==> src/rtl/axis_checker_pkg.sv <==
// Shared definitions for the AXI4-Stream frame checker.
// Contents: checker FSM state type, tuser marker bit positions, error flag bit
// positions, and the tready pattern LFSR seed, tap mask and step function.
package axis_checker_pkg;

  typedef enum logic [1:0] {
    StIdle,
    StInLine,
    StGap
  } chk_state_e;

  // tuser marker bit positions
  localparam int unsigned UserSof = 0;
  localparam int unsigned UserEof = 1;
  localparam int unsigned UserSol = 2;
  localparam int unsigned UserEol = 3;

  // err_flags bit positions
  localparam int unsigned ErrSofInFrame   = 0;
  localparam int unsigned ErrOutsideFrame = 1;
  localparam int unsigned ErrLineLen      = 2;
  localparam int unsigned ErrLineCnt      = 3;
  localparam int unsigned ErrLastEol      = 4;
  localparam int unsigned NumErr          = 5;

  // 16-bit Fibonacci LFSR, taps 16,14,13,11, shifting right.
  // Those taps land on state bits 0,2,3,5.
  localparam logic [15:0] LfsrSeed = 16'hACE1;
  localparam logic [15:0] LfsrTaps = 16'h002D;

  function automatic logic [15:0] lfsr_next(input logic [15:0] state);
    return {^(state & LfsrTaps), state[15:1]};
  endfunction

endpackage

==> src/rtl/axis_stall_gen.sv <==
// Back-pressure pattern generator for the frame checker.
// Ports:
//   clk_i        clock
//   rst_i        asynchronous active-high reset
//   enable_i     0 forces tready low from the next cycle on
//   stall_mode_i 0/3 always ready, 1 alternate cycles, 2 LFSR bit 0
//   tready_o     registered ready; never depends on tvalid
module axis_stall_gen
  import axis_checker_pkg::*;
(
  input  logic       clk_i,
  input  logic       rst_i,
  input  logic       enable_i,
  input  logic [1:0] stall_mode_i,
  output logic       tready_o
);

  logic [15:0] lfsr_q;
  logic        toggle_q;
  logic        tready_q;
  logic        pattern;

  always_comb begin
    pattern = 1'b1;
    unique case (stall_mode_i)
      2'd1:    pattern = ~toggle_q;  // first cycle after reset release is ready
      2'd2:    pattern = lfsr_q[0];
      default: pattern = 1'b1;
    endcase
  end

  // The LFSR and toggle run every cycle regardless of mode so that the pattern
  // phase is a pure function of cycles since reset.
  always_ff @(posedge clk_i or posedge rst_i) begin
    if (rst_i) begin
      lfsr_q   <= LfsrSeed;
      toggle_q <= 1'b0;
      tready_q <= 1'b0;
    end else begin
      lfsr_q   <= lfsr_next(lfsr_q);
      toggle_q <= ~toggle_q;
      tready_q <= enable_i & pattern;
    end
  end

  assign tready_o = tready_q;

endmodule

==> config.mk <==
export PLATFORM = sky130hd
export DESIGN_NAME = axis_stall_gen
export DESIGN_NICKNAME = d
export VERILOG_FILES = /design/src/rtl/axis_checker_pkg.sv /design/src/rtl/axis_stall_gen.sv
export SDC_FILE = /design/constraint.sdc
export NUM_CORES = 1
export LEC_CHECK = 0
export ABC_AREA = 1
export CORE_MARGIN = 4
export CORE_UTILIZATION = 30
export DETAILED_ROUTE_END_ITERATION = 12
export SYNTH_ARGS = -nofsm -noshare
export SYNTH_HDL_FRONTEND = slang
export SYNTH_SLANG_ARGS = --single-unit
==> constraint.sdc <==
create_clock -name clk_i -period 0.8 [get_ports clk_i]
set_input_delay 0.08 -clock clk_i [delete_from_list [all_inputs] [get_ports clk_i]]
set_output_delay 0.08 -clock clk_i [all_outputs]
set_load 0.02 [all_outputs]
==> results of run 1 <==
==> worst min path at each step <==
stage / from / endpoint / slack [ps] / cells after the start
floorplan: rst_i / lfsr_q[12] / 10 / 1
global placement: lfsr_q[4] / lfsr_q[3] / 340 / 0
detailed placement: lfsr_q[9] / lfsr_q[8] / 340 / 0
CTS: rst_i / lfsr_q[9] / 100 / 3
global route: rst_i / lfsr_q[8] / 110 / 3
finish: rst_i / lfsr_q[8] / 110 / 3
==> metrics by stage <==
stage	TNS (ps)	area, µm²	setup WS, ps	cells
floorplan	-9.490	586.8	-9.490	44
global placement	-658.5	703.2	-414.1	77
detailed placement	-662.6	703.2	-429.9	77
CTS	-229.2	739.5	-94.58	81
global route	-362.4	739.5	-139.4	81
finish	-196.0	739.5	-80.37	81
==> sequential cells by signal, summed over array words and instances (netlist names) <==
register,cells
tready_o,1
lfsr_q,16
toggle_q,1
==> placed cells by master, fill, tap and decap left out <==
| cell type | Yosys | routed |
|---|---|---|
| sky130_fd_sc_hd__dlygate4sd2_1 | 0 | 1 |
| sky130_fd_sc_hd__clkdlybuf4s50_1 | 0 | 3 |
| sky130_fd_sc_hd__dfstp_2 | 8 | 8 |
| sky130_fd_sc_hd__buf_4 | 0 | 2 |
| sky130_fd_sc_hd__dfrtp_1 | 10 | 10 |
| sky130_fd_sc_hd__buf_6 | 0 | 1 |
| sky130_fd_sc_hd__buf_12 | 0 | 1 |
| sky130_fd_sc_hd__nor2_1 | 1 | 1 |
| sky130_fd_sc_hd__inv_1 | 9 | 9 |
| sky130_fd_sc_hd__ha_1 | 2 | 2 |
| sky130_fd_sc_hd__xnor2_1 | 1 | 1 |
| sky130_fd_sc_hd__nand2_1 | 11 | 11 |
| sky130_fd_sc_hd__nor2_2 | 1 | 1 |
| sky130_fd_sc_hd__clkbuf_8 | 0 | 1 |
| sky130_fd_sc_hd__nand3b_1 | 1 | 1 |
| sky130_fd_sc_hd__clkbuf_4 | 0 | 3 |
==> metal layers <==
metal  share of wire  global-route usage  vias to the layer above
met3           0.087             0.05128                        0
met4               0             0.01277                        0
li1                -                   -                      149
met2            0.41             0.07531                        6
met5               0                   0                        -
met1            0.50             0.09358                      144
==> report_power, final <==
group / internal [W] / switching (W) / total [W]
combinational: 0.0000431 / 0.0000356 / 0.0000787
sequential: 0.000916 / 0.00000202 / 0.000918
clock: 0.000277 / 0.000253 / 0.000530
==> repair_timing <==
action	CTS	global route
gates resized for setup	7	0
pin swaps	6	1
setup endpoints to repair	3	3
==> logic make-up after synthesis <==
group | after synthesis
AND/OR/NAND/NOR | 14
flip-flops | 18
buffers and inverters | 9
adder cells (fa/ha/maj) | 2
XOR/XNOR | 1
==> final cells by class <==
type                            count  area, µm²  area share
Sequential cell                    18      460.4      0.6227
Multi-Input combinational cell     17      92.59      0.1252
Timing Repair Buffer                8      85.08      0.1151
Clock buffer                        4      36.28     0.04907
Inverter                            9      33.78     0.04569
Tap cell                           25      31.28     0.04230
==> impl_results.rst, run 1 <==
.. list-table::
   :header-rows: 1

   * - Metric
     - Value
   * - Status
     - finished with violations
   * - Violated checks
     - setup timing
   * - Vias
     - roughly 300
   * - Type of the tightest min-delay check
     - in2async
   * - Leakage power
     - about 0.38 nW
   * - Via count of the first global-routing pass
     - 267
   * - Synthesized area per cell
     - 13.34 µm²
   * - CP required
     - between 700 and 800 ps
   * - Library cell used as clock root buffer
     - sky130_fd_sc_hd__clkbuf_4
   * - Total CTS buffers
     - 3
   * - Most frequent cell after synthesis
     - sky130_fd_sc_hd__nand2_1
   * - Worst Max-Slew Pin Slew
     - 130.5 ps
   * - Element type at the critical path end
     - primary output
   * - Worst clock skew on the final layout
     - roughly 1.6 ps
   * - Worst ir drop on vdd
     - approximately 1.2 mV
   * - Starting DRC count in detailed routing
     - 0
   * - GRT Total Usage
     - 0.06541
   * - CTS tree
     - built
   * - Clock sinks
     - 18
   * - Cells along the critical path
     - buf_6
   * - Fmax
     - 1136 MHz
   * - Worst hold-check slack
     - 105.3 ps
   * - H-Tree Level Count
     - 1
   * - Drc violations
     - 0
   * - Final design utilization
     - 0.4147
   * - Area share of xor/xnor cells in the synthesized design
     - 0.01493
   * - # nets final
     - 64
   * - Worst path arrival time
     - approximately 800 ps
   * - Worst setup startpoint
     - tready_o
   * - Reg-to-Reg Start
     - lfsr_q[5]
   * - Area growth, synth to finish
     - 26.01%
   * - Clock latency reported for the late side of the worst-skew pair
     - between 200 and 300 ps
   * - Area enclosed by the die boundary
     - 0.002727 mm²
   * - Synth Flop Type
     - sky130_fd_sc_hd__dfrtp_1
   * - Final number of max-transition violations
     - 0
   * - Synth top area share
     - 0.4264
   * - Type of the setup path with the least slack
     - reg2out
   * - Synthesized Nets
     - 51
   * - Slew headroom
     - 0.9124
   * - FFs w/ async S/R, synth
     - 1.000
   * - Number of hold buffers added after cts
     - 0
   * - EDFF count, synth
     - 0
   * - Worst Path Buf+Inv
     - 1
   * - Number of antenna violations at the first check in global routing
     - 0
   * - Path depth of the worst reg2reg path
     - 3
   * - Time the final worst path needs with I/O delays and setup
     - 880.4 ps
   * - Pin count of the biggest net entering global routing
     - 19
   * - Final RePlAce weighted congestion
     - around 0.71
   * - Share of the clock period used by the worst path after layout
     - 1.100
   * - Largest family of logic cells by synthesized area
     - simple AND/OR/NAND/NOR gates
   * - Complex-gate fraction of the synthesized area
     - 0
   * - Critical path depth
     - 1
   * - Post-CTS clock slew at the launch and capture registers of the worst setup and hold paths
     - about 90 ps
   * - HPWL after detailed placement
     - 478.4 µm
   * - Synth area leader
     - sky130_fd_sc_hd__dfrtp_1
   * - Cell with the largest stage delay on the worst path
     - sky130_fd_sc_hd__dfrtp_1
   * - Total power per unit cell area
     - 2064 mW/mm²
   * - WL/cell
     - 8.901 µm
   * - Kind of cell with the highest combined delay on the critical path
     - flip-flops
   * - Post-CTS Setup Bufs
     - 0
   * - Number of buffers inserted by port buffering
     - 5
   * - Area of the mapped netlist
     - between 500 and 600 µm²
   * - Endpoints failing hold
     - 0
   * - Share of post-route cells with drive strength above 1
     - 0.3036
   * - Chip width
     - 52.23 µm
   * - First-pass iteration count of the detailed router
     - 1
   * - Register-to-register setup slack
     - -70 ps
   * - Floorplan die height
     - 52.23 µm
   * - Maximum net fanout on the critical path
     - 1
   * - Number of instances in the synthesized netlist
     - 44
   * - Count of unique library cells instantiated by Yosys
     - 9
   * - Crit Reg-Reg Endpoint
     - lfsr_q[15]
   * - Multiplexer share of the synthesized area
     - 0
   * - Floorplan core area
     - 0.001783 mm²
   * - First-pass GRT wire length
     - 1.214 mm
   * - Overflow left after global routing
     - 0
   * - Setup crit end
     - tready_o
   * - Post-Synth Adder-Cell Area
     - 0.04264
   * - Max Cap Viol
     - 0
   * - Crit start category
     - flop
   * - RSZ-0062 raised after global routing
     - yes
   * - Register area share after synthesis
     - 0.7846
   * - Setup violations, final
     - 3
   * - Initial Utilization
     - 0.3291
   * - Diodes inserted
     - 0
   * - Seq cells post-synth
     - 18
   * - WL final
     - around 720 µm
   * - Buffers from clock root to sink, at most
     - 2
   * - Area fraction in and, or, nand and nor cells after synthesis
     - 0.1002
   * - Fill cells
     - 166
   * - Overall power after layout
     - 0.001527 W
   * - Number of vias per cell
     - 3.691
   * - Warnings from Yosys
     - 0
   * - Number of placement rows
     - 15
   * - Synth top cells by count
     - 11 x sky130_fd_sc_hd__nand2_1, 10 x sky130_fd_sc_hd__dfrtp_1, 9 x sky130_fd_sc_hd__inv_1
   * - Slack of the critical path
     - -80.37 ps
   * - ANT nets after route
     - 0
   * - Cells taking the most area after synthesis
     - sky130_fd_sc_hd__dfrtp_1 43%, sky130_fd_sc_hd__dfstp_2 36%, sky130_fd_sc_hd__nand2_1 7.0%
   * - Number of I/O pins
     - 6
   * - Stage delay of the slowest cell on the critical path
     - approximately 390 ps
Note: power is estimated with default switching activity, not from simulation.
==> run 2, diff against run 1 <==
- CORE_UTILIZATION: 30 -> 45
- PLACE_DENSITY: default -> 0.68
==> run 2 against run 1 <==
  * The run still ends with setup timing left
  * Worst setup slack lost 8.7 ps
  * Worst hold slack got worse by 20 ps
  * Clock skew increased by 11 ps
  * Via count up 1.3%
  * Clock power down 17%
  * Critical path depth is 4 higher
  * Sequential share of layout area up 2.1 points
  * Fmax down 0.98%
  * Design area down 3.2%
  * Largest power group unchanged
  * Highest routed layer is now met4
==> impl_results.rst, run 2 (synthesis gave the netlist of run 1 again) <==
.. list-table::
   :header-rows: 1

   * - Metric
     - Value
   * - Area of combinational cells with multiple inputs
     - 92.59 µm² (unchanged)
   * - WL/cell
     - 11.99 µm (+35%)
   * - Number of I/O pins
     - 6 (unchanged)
   * - Number of vias per cell
     - 4.329 (+17%)
   * - Most common cell after layout, fill and taps aside
     - sky130_fd_sc_hd__nand2_1
   * - Number of buffers inserted by port buffering
     - 5 (unchanged)
   * - H-Tree Level Count
     - 1 (unchanged)
   * - Worst path arrival time
     - 1120 ps (+320 ps)
   * - First-pass iteration count of the detailed router
     - 4 (+3)
   * - RSZ-0062 raised after global routing
     - yes
   * - Floorplan die height
     - 44.11 µm (-16%)
   * - Placement Setup Slack
     - -427.8 ps (+2.096 ps)
   * - Area enclosed by the die boundary
     - 0.001946 mm² (-29%)
   * - Share of post-route cells with drive strength above 1
     - 0.2857 (-0.01786)
   * - Buffers from clock root to sink, at most
     - 2 (unchanged)
   * - Slew headroom
     - 0.9070 (-0.005384)
   * - Violated checks
     - setup timing
   * - First-pass GRT wire length
     - 1.449 mm (+19%)
   * - Worst ir drop on vdd
     - 1.133 mV (-1.7%)
   * - Fmax
     - 1125 MHz (-0.98%)
   * - Total power per unit cell area
     - 2009 mW/mm² (-2.7%)
   * - Worst clock skew on the final layout
     - 12.35 ps (+10.79 ps)
   * - Floorplan core area
     - 0.001171 mm² (-34%)
   * - # nets final
     - 64 (unchanged)
   * - Vias
     - 303 (+1.3%)
   * - GRT Total Usage
     - 0.1146 (+0.04921)
   * - Clock latency reported for the late side of the worst-skew pair
     - 290 ps (about the same)
   * - Maximum net fanout on the critical path
     - 4 (+3)
   * - Setup violations, final
     - 3 (unchanged)
   * - Final number of max-transition violations
     - 0 (unchanged)
   * - Stage delay of the slowest cell on the critical path
     - 580 ps (+190 ps)
   * - Crit path top cell by count
     - sky130_fd_sc_hd__nand2_1
   * - Final RePlAce weighted congestion
     - 0.7560 (+5.8%)
   * - Share of the clock period used by the worst path after layout
     - 1.111 (+0.01090)
   * - Post-CTS clock slew at the launch and capture registers of the worst setup and hold paths
     - 100 ps (about the same)
   * - Fill cells
     - 88 (-47%)
   * - HPWL after detailed placement
     - 551.8 µm (+15%)
   * - Leakage power
     - 0.3728 nW (-1.6%)
   * - Footprint of the flip-flops and latches
     - 460.4 µm² (unchanged)
   * - Status
     - finished with violations
   * - Time the final worst path needs with I/O delays and setup
     - 889.1 ps (+8.717 ps)
   * - CP required
     - 1030 ps (+310 ps)
   * - WL final
     - 839 µm (+16%)
   * - Element type at the critical path end
     - flop
   * - Final design utilization
     - 0.6111 (+0.1964)
   * - Clock sinks
     - 18 (unchanged)
   * - CTS tree
     - built
   * - Slack of the critical path
     - -89.08 ps (-8.717 ps)
   * - Cells along the critical path
     - inv_1, nand2_1, nand2_1, nand2_1, nand2_1
   * - Area growth, synth to finish
     - 21.96%
   * - Area of all placed cells without fillers
     - 715.7 µm² (-3.2%)
   * - Total CTS buffers
     - 3 (unchanged)
   * - Pin count of the biggest net entering global routing
     - 19 (unchanged)
   * - Overflow left after global routing
     - 0 (unchanged)
   * - Crit start category
     - flop
   * - Type of the tightest min-delay check
     - in2async
   * - Number of placement rows
     - 12 (-3)
   * - Number of hold buffers added after cts
     - 0 (unchanged)
   * - Drc violations
     - 0 (unchanged)
   * - Cell with the largest stage delay on the worst path
     - sky130_fd_sc_hd__dfstp_2
   * - Register bank with the most flops
     - lfsr_q
   * - Worst Max-Slew Pin Slew
     - 139.5 ps (+9.015 ps)
   * - Kind of cell with the highest combined delay on the critical path
     - flip-flops
   * - Total placed instance area
     - 681.9 µm² (-3.0%)
   * - Worst Path Buf+Inv
     - 1 (unchanged)
   * - ANT nets after route
     - 0 (unchanged)
   * - Commonest cells after routing, fill and taps aside
     - 11 x sky130_fd_sc_hd__nand2_1, 10 x sky130_fd_sc_hd__dfrtp_1, 9 x sky130_fd_sc_hd__inv_1
   * - Number of antenna violations at the first check in global routing
     - 0 (unchanged)
   * - Chip width
     - 44.11 µm (-16%)
   * - Setup TNS
     - -218.5 ps (-22.56 ps)
   * - Initial Utilization
     - 0.5011 (+0.1719)
   * - Largest register FFs
     - 16 (unchanged)
   * - Max Cap Viol
     - 0 (unchanged)
   * - Type of the setup path with the least slack
     - reg2reg
   * - Via count of the first global-routing pass
     - 323 (+21%)
   * - Endpoints failing hold
     - 0 (unchanged)
   * - Library cell used as clock root buffer
     - sky130_fd_sc_hd__clkbuf_4
   * - Diodes inserted
     - 0 (unchanged)
   * - Starting DRC count in detailed routing
     - 1 (+1)
## run 2: cell count changes in the layout (fill, tap and decap cells not counted)
cell / delta
sky130_fd_sc_hd__clkbuf_1: +1
sky130_fd_sc_hd__clkbuf_8: -1
## run 2: tightest hold or removal path: stages
cell	delay, ps
sky130_fd_sc_hd__clkdlybuf4s50_1	390
sky130_fd_sc_hd__inv_1	90
sky130_fd_sc_hd__buf_12	160
## run 2: path summary, 6_finish.rpt
| check | startpoint | endpoint | slack [ps] | depth (start not counted) |
|---|---|---|---|---|
| min in group clk_i | enable_i | tready_o | 300 | 3 |
| max in group asynchronous | rst_i | lfsr_q[11] | 490 | 3 |
| worst max-delay path | lfsr_q[5] | lfsr_q[15] | -90 | 5 |
| worst min-delay path | rst_i | toggle_q | 90 | 3 |
| worst min register to register | lfsr_q[6] | lfsr_q[5] | 350 | 0 |
| worst max register to register | lfsr_q[5] | lfsr_q[15] | -90 | 5 |
## run 2: what timing repair did
action	CTS	global route
setup buffers	0	1
gates cloned	0	0
endpoints found under the setup margin	3	3
gates resized for setup	5	2
pin swaps	3	1
## run 2: metal layers
metal	GRT usage	vias to the layer above	part of all wire
met3	0.06098	4	0.030
met2	0.1599	5	0.50
met5	0	-	0
met1	0.1217	146	0.44
met4	0.1084	0	0.026
li1	-	148	-
## run 2: layout make-up
| cell class | count | area share |
|---|---|---|
| flip-flops and latches | 18 | 0.6434 |
| clock buffers | 4 | 0.03671 |
| repair buffers | 8 | 0.1189 |
| multi-input cells | 17 | 0.1294 |
| well taps | 14 | 0.02448 |
| inverters | 9 | 0.04720 |
## run 2: metrics by stage
step | total power [W] | std cells | hold WS [ps]
3_3_place_gp | 0.001011 | 65 | 334.3
6_report | 0.001438 | 70 | 85.37
5_1_grt | 0.001545 | 70 | 57.23
2_1_floorplan | 0.0009634 | 44 | 12.73
4_1_cts | 0.001459 | 69 | 77.41
3_5_place_dp | 0.001014 | 65 | 337.9
## run 2: power breakdown
group / switching, W / internal [W]
sequential: 0.00000170 / 0.000916
clock: 0.000247 / 0.000194
combinational: 0.0000360 / 0.0000434
total: 0.000285 / 0.00115
==> run 3, diff against run 2 <==
- ABC_AREA: 1 -> default
- CORE_AREA: default -> 4 4 41 43
- CORE_MARGIN: 4 -> default
- CORE_UTILIZATION: 45 -> default
- DIE_AREA: default -> 0 0 45 47
- PLACE_DENSITY: 0.68 -> default
==> run 3 against run 2 <==
  * The flow still finishes with violations (setup timing)
  * Sequential share of layout area grew 2.8 points
  * Highest routed layer unchanged
  * Cell count shrank 20%
  * Global-route usage shrank 2.7 points
  * Die area grew 8.7%
  * Worst setup slack lost 23 ps
  * Largest power group unchanged
  * Flip-flop and latch count is the same
  * Register-to-register slack lost 20 ps
  * Critical path depth shrank 3
  * Fmax shrank 2.5%
  * Critical path type unchanged
  * Non-clock buffer count shrank 1
  * Via count shrank 23%
==> impl_results.rst, run 3 <==
.. list-table::
   :header-rows: 1

   * - Metric
     - Value
   * - Final RePlAce weighted congestion
     - 0.6851 (-9.4%)
   * - Share of the clock period used by the worst path after layout
     - 1.140 (+0.02859)
   * - Count of unique library cells instantiated by Yosys
     - 9 (unchanged)
   * - Number of vias per cell
     - 4.179 (-3.5%)
   * - Type of the tightest min-delay check
     - in2async
   * - # nets final
     - 49 (-23%)
   * - WL/cell
     - 12.63 µm (+5.3%)
   * - Number of buffers inserted by port buffering
     - 5 (unchanged)
   * - Setup violations, final
     - 3 (unchanged)
   * - Area enclosed by the die boundary
     - 0.002115 mm² (+8.7%)
   * - ANT nets after route
     - 0 (unchanged)
   * - Synthesized area per cell
     - 18.18 µm² (+36%)
   * - Synth top area share
     - 0.4587 (+0.03228)
   * - Pin count of the biggest net entering global routing
     - 19 (unchanged)
   * - Initial Utilization
     - 0.4192 (-0.08184)
   * - Synthesized Nets
     - 37 (-27%)
   * - Library cell used as clock root buffer
     - sky130_fd_sc_hd__clkbuf_4
   * - Slew headroom
     - 0.8889 (-0.01807)
   * - Number of instances in the synthesized netlist
     - 30 (-32%)
   * - Synth area leader
     - sky130_fd_sc_hd__dfrtp_1
   * - Number of placement rows
     - 13 (+1)
   * - Clock latency reported for the late side of the worst-skew pair
     - 280 ps (about the same)
   * - Synth Flop Type
     - sky130_fd_sc_hd__dfrtp_1
   * - RSZ-0062 raised after global routing
     - yes
   * - Buffers from clock root to sink, at most
     - 2 (unchanged)
   * - Cells taking the most area after synthesis
     - sky130_fd_sc_hd__dfrtp_1 46%, sky130_fd_sc_hd__dfstp_2 39%, sky130_fd_sc_hd__ha_1 4.6%
   * - GRT Total Usage
     - 0.08745 (-0.02718)
   * - Warnings from Yosys
     - 0 (unchanged)
   * - Area of combinational cells with multiple inputs
     - 77.57 µm² (-16%)
   * - Reg-to-Reg Start
     - lfsr_q[5]
   * - EDFF count, synth
     - 0 (unchanged)
   * - Element type at the critical path end
     - flop
   * - First-pass GRT wire length
     - 1.207 mm (-17%)
   * - Status
     - finished with violations
   * - Crit Reg-Reg Endpoint
     - lfsr_q[15]
   * - Path depth of the worst reg2reg path
     - 2 (-3)
   * - Worst Max-Slew Pin Slew
     - 165.4 ps (+25.92 ps)
   * - Type of the setup path with the least slack
     - reg2reg
   * - Post-CTS Setup Bufs
     - 0 (unchanged)
   * - Floorplan die height
     - 47 µm (+6.6%)
   * - Time the final worst path needs with I/O delays and setup
     - 912.0 ps (+22.87 ps)
   * - Fill cells
     - 110 (+25%)
   * - WL final
     - 707 µm (-16%)
   * - Fmax
     - 1097 MHz (-2.5%)
   * - Seq cells post-synth
     - 18 (unchanged)
   * - Final number of max-transition violations
     - 0 (unchanged)
   * - Diodes inserted
     - 0 (unchanged)
   * - HPWL after detailed placement
     - 472.4 µm (-14%)
   * - Met3 demand-to-capacity share in global routing
     - 0.03448 (-0.02649)
   * - First-pass iteration count of the detailed router
     - 1 (-3)
   * - Number of antenna violations at the first check in global routing
     - 0 (unchanged)
   * - Slack of the critical path
     - -112.0 ps (-22.87 ps)
   * - Worst clock skew on the final layout
     - 4.191 ps (-8.159 ps)
   * - Starting DRC count in detailed routing
     - 0 (-1)
   * - Post-CTS clock slew at the launch and capture registers of the worst setup and hold paths
     - 90 ps (about the same)
   * - Synth top cells by count
     - 10 x sky130_fd_sc_hd__dfrtp_1, 8 x sky130_fd_sc_hd__dfstp_2, 4 x sky130_fd_sc_hd__inv_1
   * - Maximum net fanout on the critical path
     - 2 (-2)
   * - Setup crit end
     - lfsr_q[15]
   * - Register-to-register setup slack
     - -110 ps (-20 ps)
   * - Vias
     - 234 (-23%)
   * - Worst setup startpoint
     - lfsr_q[5]
   * - Endpoints failing hold
     - 0 (unchanged)
   * - CTS tree
     - built
   * - Total CTS buffers
     - 3 (unchanged)
   * - Via count of the first global-routing pass
     - 270 (-16%)
   * - Total power per unit cell area
     - 2215 mW/mm² (+10%)
   * - Drc violations
     - 0 (unchanged)
   * - Largest register FFs
     - 16 (unchanged)
   * - Area of all placed cells without fillers
     - 685.7 µm² (-4.2%)
   * - Worst ir drop on vdd
     - 1.212 mV (+7.0%)
   * - Worst path arrival time
     - 1120 ps (about the same)
   * - Number of I/O pins
     - 6 (unchanged)
   * - Commonest cells after routing, fill and taps aside
     - 10 x sky130_fd_sc_hd__dfrtp_1, 8 x sky130_fd_sc_hd__dfstp_2, 4 x sky130_fd_sc_hd__inv_1
   * - Leakage power
     - 0.3342 nW (-10%)
   * - Overflow left after global routing
     - 0 (unchanged)
   * - CP required
     - 1010 ps (-20 ps)
   * - Register area share after synthesis
     - 0.8440 (+0.05939)
   * - Clock sinks
     - 18 (unchanged)
   * - FFs w/ async S/R, synth
     - 1.000 (unchanged)
   * - Met1 usage
     - 0.1027 (-0.01900)
   * - Most common cell after layout, fill and taps aside
     - sky130_fd_sc_hd__dfrtp_1
   * - Max Cap Viol
     - 0 (unchanged)
   * - Crit start category
     - flop
   * - Global-route track usage on met2
     - 0.1271 (-0.03277)
   * - Most frequent cell after synthesis
     - sky130_fd_sc_hd__dfrtp_1
   * - Violated checks
     - setup timing
   * - Footprint of the flip-flops and latches
     - 460.4 µm² (unchanged)
   * - Share of post-route cells with drive strength above 1
     - 0.3902 (+0.1045)
   * - Floorplan core area
     - 0.001301 mm² (+11%)
   * - Area of the mapped netlist
     - 545.5 µm² (-7.0%)
   * - Chip width
     - 45 µm (+2.0%)
   * - Number of hold buffers added after cts
     - 0 (unchanged)
   * - Busiest grt layer
     - met2
   * - Area growth, synth to finish
     - 25.69%
   * - Worst hold-check slack
     - 104.0 ps (+18.59 ps)
   * - H-Tree Level Count
     - 1 (unchanged)
   * - Register bank with the most flops
     - lfsr_q
   * - Total placed instance area
     - 641.9 µm² (-5.9%)
==> run 3: cell count changes after synthesis, sizes merged <==
| cell | previous run | this run |
|---|---|---|
| a21boi | 0 | 1 |
| a21oi | 0 | 1 |
| inv | 9 | 4 |
| nand2 | 11 | 0 |
| nand2b | 0 | 1 |
| nand3b | 1 | 0 |
| nor2 | 2 | 0 |
| xnor2 | 1 | 2 |
| xor2 | 0 | 1 |
==> run 3: cell type report <==
cell class | count | share of cell area
inverters | 4 | 0.02190
well taps | 15 | 0.02737
repair buffers | 7 | 0.1131
clock buffers | 4 | 0.05292
flip-flops and latches | 18 | 0.6715
multi-input cells | 8 | 0.1131
==> run 3: through the flow <==
stage               power [W]    util  setup WS, ps  std cells  setup TNS, ps
floorplan           0.0009621       -        -73.26         30         -73.26
global route         0.001593  0.5269        -174.8         56         -366.3
finish               0.001519  0.5269        -112.0         56         -225.5
CTS                  0.001542  0.5163        -146.8         56         -301.3
global placement     0.001009  0.4933        -375.6         52         -700.8
detailed placement   0.001015  0.4933        -456.2         52         -778.8
==> run 3: worst min-delay path by stage <==
stage                     startpoint         end  slack, ps  depth (start not counted)
after detailed placement   lfsr_q[9]   lfsr_q[8]        340                          0
after CTS                      rst_i    tready_o        100                          3
final                          rst_i    tready_o        100                          3
after global placement     lfsr_q[1]   lfsr_q[0]        330                          0
after floorplan                rst_i  lfsr_q[12]         10                          1
after global routing           rst_i    tready_o        110                          3
==> run 3: timing repair <==
item                       in CTS  in global routing
setup endpoints to repair       3                  3
gates cloned                    0                  0
gates resized for setup         6                  3
hold endpoints to repair        0                  0
pin swaps                       2                  0
==> run 3: routing by layer <==
metal  part of all wire  wire length (µm)
met5                  0                 0
met4              0.031                22
met3              0.048                34
met2               0.51               360
met1               0.41               290
==> run 3: cell families after synthesis <==
logic type                 Yosys count  synth area share
buffers and inverters                4           0.02751
adders and majority gates            2           0.04586
AOI/OAI and AO/OA                    2           0.02293
DFF                                 18            0.8440
xor gates and xnor gates             3           0.04817
and+or+nand+nor                      1           0.01148
==> run 3: worst max-delay path, cell delays in order (launching register included) <==
cell and delay, ps:
sky130_fd_sc_hd__dfstp_2 570, sky130_fd_sc_hd__xor2_2 140, sky130_fd_sc_hd__xnor2_1 130
==> run 3: report_power, final <==
part	total (W)	internal [W]	switching (W)	leakage (nW)
registers	0.000918	0.000916	0.00000221	0.216
logic	0.0000787	0.0000428	0.0000359	0.0970
clock network	0.000522	0.000277	0.000245	0.0210
total	0.00152	0.00124	0.000284	0.334
